--- src/rtl/gf180mcu_fd_sc_mcu9t5v0__sertx8_pkg.sv ---
// Shared definitions for the sertx8 parallel-to-serial transmitter:
// FSM state encoding, the default frame width and the bit-counter width
// helper used by the counter sub-module.
package gf180mcu_fd_sc_mcu9t5v0__sertx8_pkg;

    localparam int SERTX_WIDTH_DEF = 8;

    typedef enum logic [1:0] {
        ST_IDLE  = 2'd0,
        ST_SHIFT = 2'd1,
        ST_PAR   = 2'd2
    } sertx_state_t;

    // Bits needed to index WIDTH data bits (never less than one).
    function automatic int sertx_cnt_w(input int width);
        return (width < 2) ? 1 : $clog2(width);
    endfunction

endpackage

--- src/rtl/gf180mcu_fd_sc_mcu9t5v0__sertx8_cnt.sv ---
// Bit counter for the sertx8 transmitter.
// Tracks which data bit is currently on Q and flags the last data bit.
//   CLK     : rising-edge clock
//   RN      : asynchronous active-low reset
//   start_i : a word is being accepted this cycle (counter restarts at 0)
//   run_i   : transmitter is in the data-shift state
//   last_o  : the data bit on Q is the final one of the frame
module gf180mcu_fd_sc_mcu9t5v0__sertx8_cnt
    import gf180mcu_fd_sc_mcu9t5v0__sertx8_pkg::*;
#(
    parameter int WIDTH = SERTX_WIDTH_DEF
) (
    input  logic CLK,
    input  logic RN,
    input  logic start_i,
    input  logic run_i,
    output logic last_o
);

    localparam int            CW       = sertx_cnt_w(WIDTH);
    localparam logic [CW-1:0] LAST_IDX = CW'(WIDTH - 1);

    logic [CW-1:0] cnt_q;
    logic [CW-1:0] cnt_d;

    // Wraps to zero after the last bit so the next frame starts clean even
    // when it is followed by a parity cycle or by idle.
    always_comb begin
        cnt_d = cnt_q;
        if (start_i) begin
            cnt_d = '0;
        end else if (run_i) begin
            cnt_d = (cnt_q == LAST_IDX) ? '0 : cnt_q + 1'b1;
        end
    end

    always_ff @(posedge CLK or negedge RN) begin
        if (!RN) begin
            cnt_q <= '0;
        end else begin
            cnt_q <= cnt_d;
        end
    end

    assign last_o = run_i && (cnt_q == LAST_IDX);

endmodule

--- src/rtl/gf180mcu_fd_sc_mcu9t5v0__sertx8.sv ---
// sertx8: parallel-to-serial transmitter with valid/ready intake.
// A word accepted on a clock edge appears on Q one bit per cycle starting
// right after that edge, with FRAME high while Q carries frame bits and an
// optional even-parity bit appended. Back-to-back words stream without gaps.
//   CLK   : rising-edge clock
//   RN    : asynchronous active-low reset
//   D     : parallel data word (sampled on handshake)
//   VALID : D holds a word to send
//   READY : a word can be accepted this cycle
//   Q     : serial data (registered)
//   FRAME : Q carries a frame bit (registered)
module gf180mcu_fd_sc_mcu9t5v0__sertx8
    import gf180mcu_fd_sc_mcu9t5v0__sertx8_pkg::*;
#(
    parameter int WIDTH     = SERTX_WIDTH_DEF,
    parameter int LSB_FIRST = 1,
    parameter int PARITY_EN = 0
) (
    input  logic             CLK,
    input  logic             RN,
    input  logic [WIDTH-1:0] D,
    input  logic             VALID,
    output logic             READY,
    output logic             Q,
    output logic             FRAME
);

    sertx_state_t     state_q;
    logic [WIDTH-1:0] sh_q;
    logic             par_q;
    logic             q_q;
    logic             frame_q;
    logic             last_bit;
    logic             hs;

    // Bit presented on Q for a given shift-register content.
    function automatic logic first_bit(input logic [WIDTH-1:0] v);
        return (LSB_FIRST != 0) ? v[0] : v[WIDTH-1];
    endfunction

    // Shift-register content after its leading bit has been sent.
    function automatic logic [WIDTH-1:0] advance(input logic [WIDTH-1:0] v);
        return (LSB_FIRST != 0) ? (v >> 1) : (v << 1);
    endfunction

    gf180mcu_fd_sc_mcu9t5v0__sertx8_cnt #(
        .WIDTH (WIDTH)
    ) u_cnt (
        .CLK     (CLK),
        .RN      (RN),
        .start_i (hs),
        .run_i   (state_q == ST_SHIFT),
        .last_o  (last_bit)
    );

    // READY depends only on registered state so VALID never loops back.
    assign READY = (state_q == ST_IDLE) || (state_q == ST_PAR) ||
                   (last_bit && (PARITY_EN == 0));
    assign hs    = VALID && READY;

    // The first bit goes straight to Q on the accepting edge; the shift
    // register keeps only the bits still to be sent.
    always_ff @(posedge CLK or negedge RN) begin
        if (!RN) begin
            state_q <= ST_IDLE;
            sh_q    <= '0;
            par_q   <= 1'b0;
            q_q     <= 1'b0;
            frame_q <= 1'b0;
        end else if (hs) begin
            state_q <= ST_SHIFT;
            q_q     <= first_bit(D);
            sh_q    <= advance(D);
            par_q   <= ^D;
            frame_q <= 1'b1;
        end else begin
            case (state_q)
                ST_SHIFT: begin
                    if (!last_bit) begin
                        q_q  <= first_bit(sh_q);
                        sh_q <= advance(sh_q);
                    end else if (PARITY_EN != 0) begin
                        state_q <= ST_PAR;
                        q_q     <= par_q;
                    end else begin
                        state_q <= ST_IDLE;
                        sh_q    <= '0;
                        q_q     <= 1'b0;
                        frame_q <= 1'b0;
                    end
                end
                default: begin
                    state_q <= ST_IDLE;
                    sh_q    <= '0;
                    q_q     <= 1'b0;
                    frame_q <= 1'b0;
                end
            endcase
        end
    end

    assign Q     = q_q;
    assign FRAME = frame_q;

endmodule

--- config.mk ---
export PLATFORM = sky130hd
export DESIGN_NAME = gf180mcu_fd_sc_mcu9t5v0__sertx8
export DESIGN_NICKNAME = d
export VERILOG_FILES = /design/src/rtl/gf180mcu_fd_sc_mcu9t5v0__sertx8_pkg.sv /design/src/rtl/gf180mcu_fd_sc_mcu9t5v0__sertx8_cnt.sv /design/src/rtl/gf180mcu_fd_sc_mcu9t5v0__sertx8.sv
export SDC_FILE = /design/constraint.sdc
export NUM_CORES = 1
export LEC_CHECK = 0
export CAP_MARGIN = 30
export CORE_AREA = 3 3 40 42
export CTS_BUF_LIST = sky130_fd_sc_hd__clkbuf_8
export CTS_CLUSTER_SIZE = 14
export DETAILED_ROUTE_END_ITERATION = 16
export DIE_AREA = 0 0 43 45
export MAX_ROUTING_LAYER = met4
export PLACE_DENSITY = 0.76
export SETUP_SLACK_MARGIN = 0.05
export SLEW_MARGIN = 20
export SYNTH_ARGS = -nofsm -noshare
export SYNTH_HDL_FRONTEND = slang
export SYNTH_SLANG_ARGS = --single-unit
export TNS_END_PERCENT = 10
--- constraint.sdc ---
create_clock -name CLK -period 1.5 [get_ports CLK]
set_input_delay 0.3 -clock CLK [delete_from_list [all_inputs] [get_ports CLK]]
set_output_delay 0.3 -clock CLK [all_outputs]
set_load 0.02 [all_outputs]
# Word-level counts from Yosys, hierarchy flattened
# Cells that the tools add are included.
[op_classes]
mux = 15
eq_ne = 4
reduce_logical = 6
n_addsub = 1
[op_table]
columns = ["op", "count"]
rows = [
  ["8-bit 2-to-1 mux", 2],
  ["3-bit 2-to-1 mux", 3],
  ["7-bit 2-to-1 mux", 1],
  ["1-bit 2-to-1 mux", 6],
  ["2-bit 2-to-1 mux", 3],
  ["3-bit by 1-bit adder with 3-bit output, second input constant", 1],
  ["3-bit == test, second input constant", 1],
  ["3-bit != test, second input constant", 1],
  ["2-bit by 1-bit == test with 1-bit output, second input constant", 1],
  ["2-bit == test, second input constant", 1],
  ["1-bit logical AND", 2],
  ["2-bit zero test", 1],
  ["1-bit logical OR", 2],
  ["2-bit nonzero test", 1],
]
[totals]
ff_bits = 15
input_bits = 11
word_cells = 31
out_inout_bits = 3

# Longest topological paths before layout
# Gate-level depths: netlist (run 1).
[logic_depth]
ltp_word = 5
depth_mapped = 6
ltp_nobuf = 5

# Modules after synthesis
# Synthesis (run 1) repeated with hierarchy kept, for this count alone.
[unflattened]
hier_cells = 51
hier_area_um2 = 546.8
[by_module_without_submodules]
columns = ["module", "seq_area_each_um2", "area_each_um2", "n_inst", "cells_per_inst"]
rows = [
  ["gf180mcu_fd_sc_mcu9t5v0__sertx8", 225.2, 384.1, 1, 37],
  ["gf180mcu_fd_sc_mcu9t5v0__sertx8_cnt", 75.1, 162.7, 1, 14],
]

# Least setup slack after synthesis (run 1)
# Ideal clock, no wire load.
[synth_path]
path_type = "flip-flop to output port"
from = "register u_cnt.cnt_q[0]"
to = "output port READY"
stages_incl_launch_ff = 6
n_path_buf = 1
t_required_ns = 1.200
t_arrival_ns = 1.102
setup_slack_ns = 0.098
cell_sequence = "dfrtp_1 -> ha_1 -> ha_1 -> nor2b_2 -> buf_6 -> inv_2"
[synth_between]
elab_chain_len = 3
[synth_lines]
columns = ["item", "line", "text"]
rows = [
  ["start: declaration", "gf180mcu_fd_sc_mcu9t5v0__sertx8_cnt.sv:23", "logic [CW-1:0] cnt_q;"],
  ["start signal: assignment", "gf180mcu_fd_sc_mcu9t5v0__sertx8_cnt.sv:41", "cnt_q <= cnt_d;"],
  ["3-bit == test", "gf180mcu_fd_sc_mcu9t5v0__sertx8_cnt.sv:45", "assign last_o = run_i && (cnt_q == LAST_IDX);"],
  ["1-bit logical AND", "gf180mcu_fd_sc_mcu9t5v0__sertx8_cnt.sv:45", ""],
  ["1-bit logical OR", "gf180mcu_fd_sc_mcu9t5v0__sertx8.sv:57", "assign READY = (state_q == ST_IDLE) || (state_q == ST_PAR) ||"],
  ["end: declaration", "gf180mcu_fd_sc_mcu9t5v0__sertx8.sv:23", "output logic READY,"],
]
# Every way passes these cells.

# Final worst setup path (run 1)
[layout_path]
from = "register u_cnt.cnt_q[1]"
to = "output port READY"
# Same word-level chain as after synthesis.

==> flow_summary.toml, run 1 <==
[drt]
vias = 411
finalWirelength_microns = 1160
ant_nets = 0
drt-pass1-iter-count = 4
wl_per_cell_microns = 14.2
vias_per_cell = 5.01
drc_errors = 0
drt_iter0_markers = 5

[sta]
setup_viol = 1
finalWorstSetupSlack_ns = -0.0704
period_share_pct = 105
period_minus_slack_ns = 1.57
slew_viol_final = 0
rsz0062_at_grt = "yes"
tns_ns = -0.0704
hold_viol = 0
worst_pin_slew_ns = 0.222
fmax_ghz = 0.637
clock_skew_ns = 0.00160
slew-limit-headroom_pct = 85.1

[critical_path]
worstPathMaxFanout = 3
cp_cell_sequence = "ha_2, ha_4, nor2b_4, inv_2, buf_6"
critPathArrivalTime_ns = 1.27
required_ns = 1.20
crit_path_start_kind = "register"
worstRegToRegCells = 5
cp_slowest_cell = "dfrtp_1"
cp_slowest_stage_delay_ns = 0.38
crit_type = "register to output port"
cp-end-kind = "output port"

[global_route]
gr-total-overflow = 0
antenna_found_initial = 0
grt_max_degree = 13
grtUsageTotal_pct = 14.6
grt_pass1_vias = 431
grt_pass1_wl_microns = 1940

[finish]
fin_area_sq_um = 764
antenna_cells = 0
final_cells = 82
layout.nets = 82
drive_above_1_share_pct = 23.9
syn_to_final_growth_pct = 44.4

[job]
max_cap_violations = 0

[clock_network]
insertion_delay_ns = 0.23
clkTransAtPathRegs_ns = 0.05
htreeDepth = 1
numCtsBuffers = 3
clock-sinks = 12
clockRootBuffer = "clkbuf_8"
cts_hold_buf = 0
cts_buffer_depth = 2
cts_tree = "done"

[logic_synthesis]
netlist.top_cell.by_area = "dfrtp_1"
synth_area_leaders = "dfrtp_1, nand3b_1, o21ai_0"
yosysWarnings = 0
syn_inst = 48
syn_area_per_cell_sq_um = 11.0
ys_seq_elements = 12
synth_area_sq_um = 529
seq_area_frac_synth_pct = 56.7
yosys.area.top_type_share_pct = 56.7
synth_fp_nets = 61
ys_types = 17

[placed_design]
port_buffers = 13
hpwlAfterDp_microns = 780
placed_cell_area_sq_um = 703
placed_cells = 79
gp_congestion = 0.704

[floorplanning]
io_pins = 14
rows = 13
initial_core_util_pct = 41.2
die_w_microns = 43
die_y_microns = 45
fp.coreArea_sq_um = 1280
die-area_sq_um = 1940

[outcome]
status = "finished with violations"
violations = "negative setup slack"

[power_and_ir_drop]
power.leakage_nw = 0.358
pwr-share-comb_pct = 45.3
p_sw_mw = 0.462
internal-power_mw = 0.977
switching_share_pct = 32.1
irDropWorstVdd_uv = 928
p_seq_share_pct = 35.2
p_per_area_nw_per_um2 = 1880
clkPwrFrac_pct = 19.5

[hold_path]
hp-class = "input port to async pin"
==> synth_stat cells (all sizes together) <==
cell    count
nor2        1
nor2b       1
mux2i       1
inv         1
a22o        1
nand2       8
nand2b      1
o22ai       1
clkbuf      1
buf         2
nand3b      7
o21ai       7
ha          2
dfrtp      12
and3        1
mux2        1
==> routing by layer <==
layer | wire [microns] | vias to the layer above | share of wire [%] | global-route usage, %
li1 | - | 203 | - | -
met1 | 487 | 192 | 42 | 17.0
met2 | 586 | 14 | 50 | 22.8
met3 | 79 | 2 | 6.8 | 3.59
met4 | 8 | 0 | 0.69 | 9.04
met5 | 0 | - | 0 | -
==> cell type report <==
class                      instances  area, sq um
timing repair buffer              19          175
fill                             115          520
tap                               15         18.8
inverter                           1         3.75
multi-input combinational         32          225
sequential                        12          300
clock buffer                       3         41.3
==> final timing paths <==
path,startpoint,to,slack [ns]
min reg2reg,sh_q[5],sh_q[4],0.49
max reg2reg,u_cnt.cnt_q[1],sh_q[1],0.21
min,RN,Q,0.37
min in group CLK,sh_q[5],sh_q[4],0.49
max in group asynchronous,RN,sh_q[2],0.98
max,u_cnt.cnt_q[1],READY,-0.07
==> what timing repair did <==
item / CTS / global route
buffers inserted: 0 / 0
setup endpoints to repair: 3 / 2
pin swaps: 0 / 1
resized for setup: 6 / 7
==> registers in the layout, summed over array words and instances, names as in the netlist <==
name         flops
Q                1
u_cnt.cnt_q      3
state_q          1
sh_q             7
==> layout by cell type (no fill, tap or decap), types with 3 or more instances in the layout <==
master	instances
dfrtp_1	12
buf_4	6
nand2_1	8
o21ai_0	7
clkbuf_8	3
clkdlybuf4s50_1	10
nand3b_1	7
==> kinds of logic (layout without fill, tap and decap cells) <==
kind of cell,count (synthesis),after routing,synth area share (%)
AO/OA/AOI/OAI,9,9,9.69
AND/OR/NAND/NOR,19,19,20.3
flip-flops,12,12,56.7
buffers and inverters,4,23,4.49
multiplexers,2,2,4.02
adder cells (fa/ha/maj),2,2,4.73
==> power groups by stage <==
stage / Combinational, mW / Sequential, mW / Clock [mW]
after floorplan: 0.375 / 0.511 / 0
after global placement: 0.585 / 0.492 / 0
after detailed placement: 0.605 / 0.501 / 0
after CTS: 0.579 / 0.499 / 0.288
after global routing: 0.737 / 0.517 / 0.305
final: 0.652 / 0.506 / 0.281
==> critical path, delay by kind of cell, from the launching register on <==
family	cells	cell delay, ns
buf+inv	2	0.17
simple gates	1	0.11
fa+ha+maj	2	0.37
flops	1	0.38
==> metrics by stage <==
stage                     setup slack, ns  hold WS, ns  util [%]  power, mW
after detailed placement           -0.278        0.479      54.7       1.11
after global routing               -0.120        0.372      59.5       1.56
after floorplan                    0.0984      0.00441         -      0.887
after global placement             -0.270        0.461      54.7       1.08
final                             -0.0704        0.371      59.5       1.44
after CTS                          -0.157        0.371      57.4       1.37
No activity file was read; power rests on OpenSTA's default activity.
==> run 2, diff against run 1 <==
CORE_AREA = 2 2 39 41   (was 3 3 40 42)
DIE_AREA = 0 0 41 43   (was 0 0 43 45)
==> run 2 against run 1 <==
The run still ends with negative setup slack left. Die area down 8.9%. Critical path depth unchanged. Worst hold slack better by 0.042 ns. Via count up 9.7%. Setup slack worse by 0.0030 ns.
==> flow_summary.toml, run 2 (synthesis results as in run 1) <==
[global_route]
grt_pass1_vias = 405
grtUsageTotal_pct = 14.7
gr-total-overflow = 0
grt_max_degree = 13
grt_pass1_wl_microns = 1700
antenna_found_initial = 0

[drt]
drt-pass1-iter-count = 4
wl_per_cell_microns = 13.3
ant_nets = 0
drc_errors = 0
vias_per_cell = 5.13
finalWirelength_microns = 1170
drt_iter0_markers = 8
vias = 451

[job]
max_cap_violations = 0

[clock_network]
htreeDepth = 1
cts_hold_buf = 0
insertion_delay_ns = 0.23
clock-sinks = 12
clockRootBuffer = "clkbuf_8"
cts_buffer_depth = 2
clkTransAtPathRegs_ns = 0.05
cts_tree = "done"
numCtsBuffers = 3

[outcome]
violations = "negative setup slack"
status = "finished with violations"

[power_and_ir_drop]
p_sw_mw = 0.517
internal-power_mw = 1.21
switching_share_pct = 30.0
irDropWorstVdd_uv = 1100
p_seq_share_pct = 29.2
power.leakage_nw = 0.395
pwr-share-comb_pct = 50.8
p_per_area_nw_per_um2 = 2050
clkPwrFrac_pct = 20.0

[placed_design]
placed_cells = 80
port_buffers = 13
gp_congestion = 0.685
hpwlAfterDp_microns = 709
post-place-ws_ns = -0.295

[floorplanning]
die_y_microns = 43
die_w_microns = 41
initial_core_util_pct = 38.2
fp.coreArea_sq_um = 1380
die-area_sq_um = 1760
rows = 14
io_pins = 14

[critical_path]
cp-end-kind = "output port"
cp_cell_sequence = "ha_2, ha_4, nor2b_4, inv_2, buf_6"
crit_path_start_kind = "register"
worstPathMaxFanout = 2
cp_slowest_cell = "dfrtp_1"
critPathBufInv = 2
cp_top_family = "flip-flops"
crit_type = "register to output port"
required_ns = 1.20
critPathArrivalTime_ns = 1.27
cp_slowest_stage_delay_ns = 0.38

[finish]
layout.nets = 86
layout_common_cells = "dfrtp_1, clkdlybuf4s50_1, nand2_1"
fin_util_pct = 60.7
drive_above_1_share_pct = 30.6
antenna_cells = 0
top_regs = "sh_q: 7 flops, u_cnt.cnt_q: 3 flops"
largest_reg_flops = 7
final_cells = 88
syn_to_final_growth_pct = 58.6
final_common_cell = "dfrtp_1"
regMostFlops = "sh_q"

[sta]
clock_skew_ns = 0.00323
setup_viol = 1
period_share_pct = 105
slew-limit-headroom_pct = 65.1
fmax_ghz = 0.636
rsz0062_at_grt = "yes"
period_minus_slack_ns = 1.57
slew_viol_final = 0
hold_viol = 0
finalWorstSetupSlack_ns = -0.0734
worst_pin_slew_ns = 0.522

[hold_path]
hp-class = "input port to async pin"
run 2: cell count changes in the layout (fill, tap and decap cells not counted), sizes merged:
cell | before | now
clkbuf | 3 | 4
buf | 7 | 11
clkdlybuf4s15 | 1 | 0
dlygate4sd2 | 1 | 2
run 2: per-layer routing:
metal	global-route usage [%]	vias to the layer above	wire length, microns
met5	-	-	0
met2	23.4	19	590
met3	3.14	2	70
li1	-	211	-
met1	17.1	219	489
met4	6.00	0	14
run 2: final cells by class:
class,instances,area (sq um)
fill,135,544
sequential,12,300
multi-input combinational,32,241
timing repair buffer,23,219
clock buffer,4,55.1
tap,16,20.0
inverter,1,3.75
run 2: what timing repair did:
action | in CTS | in global routing
endpoints found under the setup margin | 3 | 4
setup buffers | 1 | 3
cloned | 0 | 0
pin swaps | 0 | 2
resized for setup | 10 | 10
run 2: power groups by stage:
stage | Combinational (mW) | Clock [mW] | Sequential (mW)
after floorplan | 0.375 | 0 | 0.511
after global placement | 0.599 | 0 | 0.493
after detailed placement | 0.620 | 0 | 0.498
after CTS | 0.650 | 0.352 | 0.495
after global routing | 0.943 | 0.376 | 0.511
final | 0.877 | 0.344 | 0.504
run 2: worst paths after layout:
| kind | slack (ns) | to | startpoint | cells after the start |
|---|---|---|---|---|
| hold reg to reg | 0.49 | Q | sh_q[0] | 2 |
| min in group CLK | 0.49 | Q | sh_q[0] | 2 |
| setup / recovery | -0.07 | READY | u_cnt.cnt_q[1] | 5 |
| hold / removal | 0.41 | sh_q[2] | RN | 1 |
| max in group asynchronous | 0.74 | sh_q[3] | RN | 1 |
| setup reg to reg | 0.03 | u_cnt.cnt_q[0] | u_cnt.cnt_q[1] | 7 |
run 2: per-stage QoR:
step / setup TNS, ns / power (mW) / hold slack, ns / cell area [sq um]
floorplan: 0 / 0.887 / 0.00441 / 529
global placement: -0.262 / 1.09 / 0.462 / 704
detailed placement: -0.295 / 1.12 / 0.478 / 704
CTS: -0.0954 / 1.50 / 0.437 / 771
global route: -0.120 / 1.83 / 0.475 / 840
finish: -0.0734 / 1.73 / 0.412 / 840
run 2: worst register-to-register path, cell delays in order (launching register included):
cell	delay, ns
dfrtp_1	0.35
ha_2	0.20
ha_4	0.15
nor2b_4	0.04
buf_4	0.12
buf_6	0.11
buf_8	0.12
mux2_4	0.26
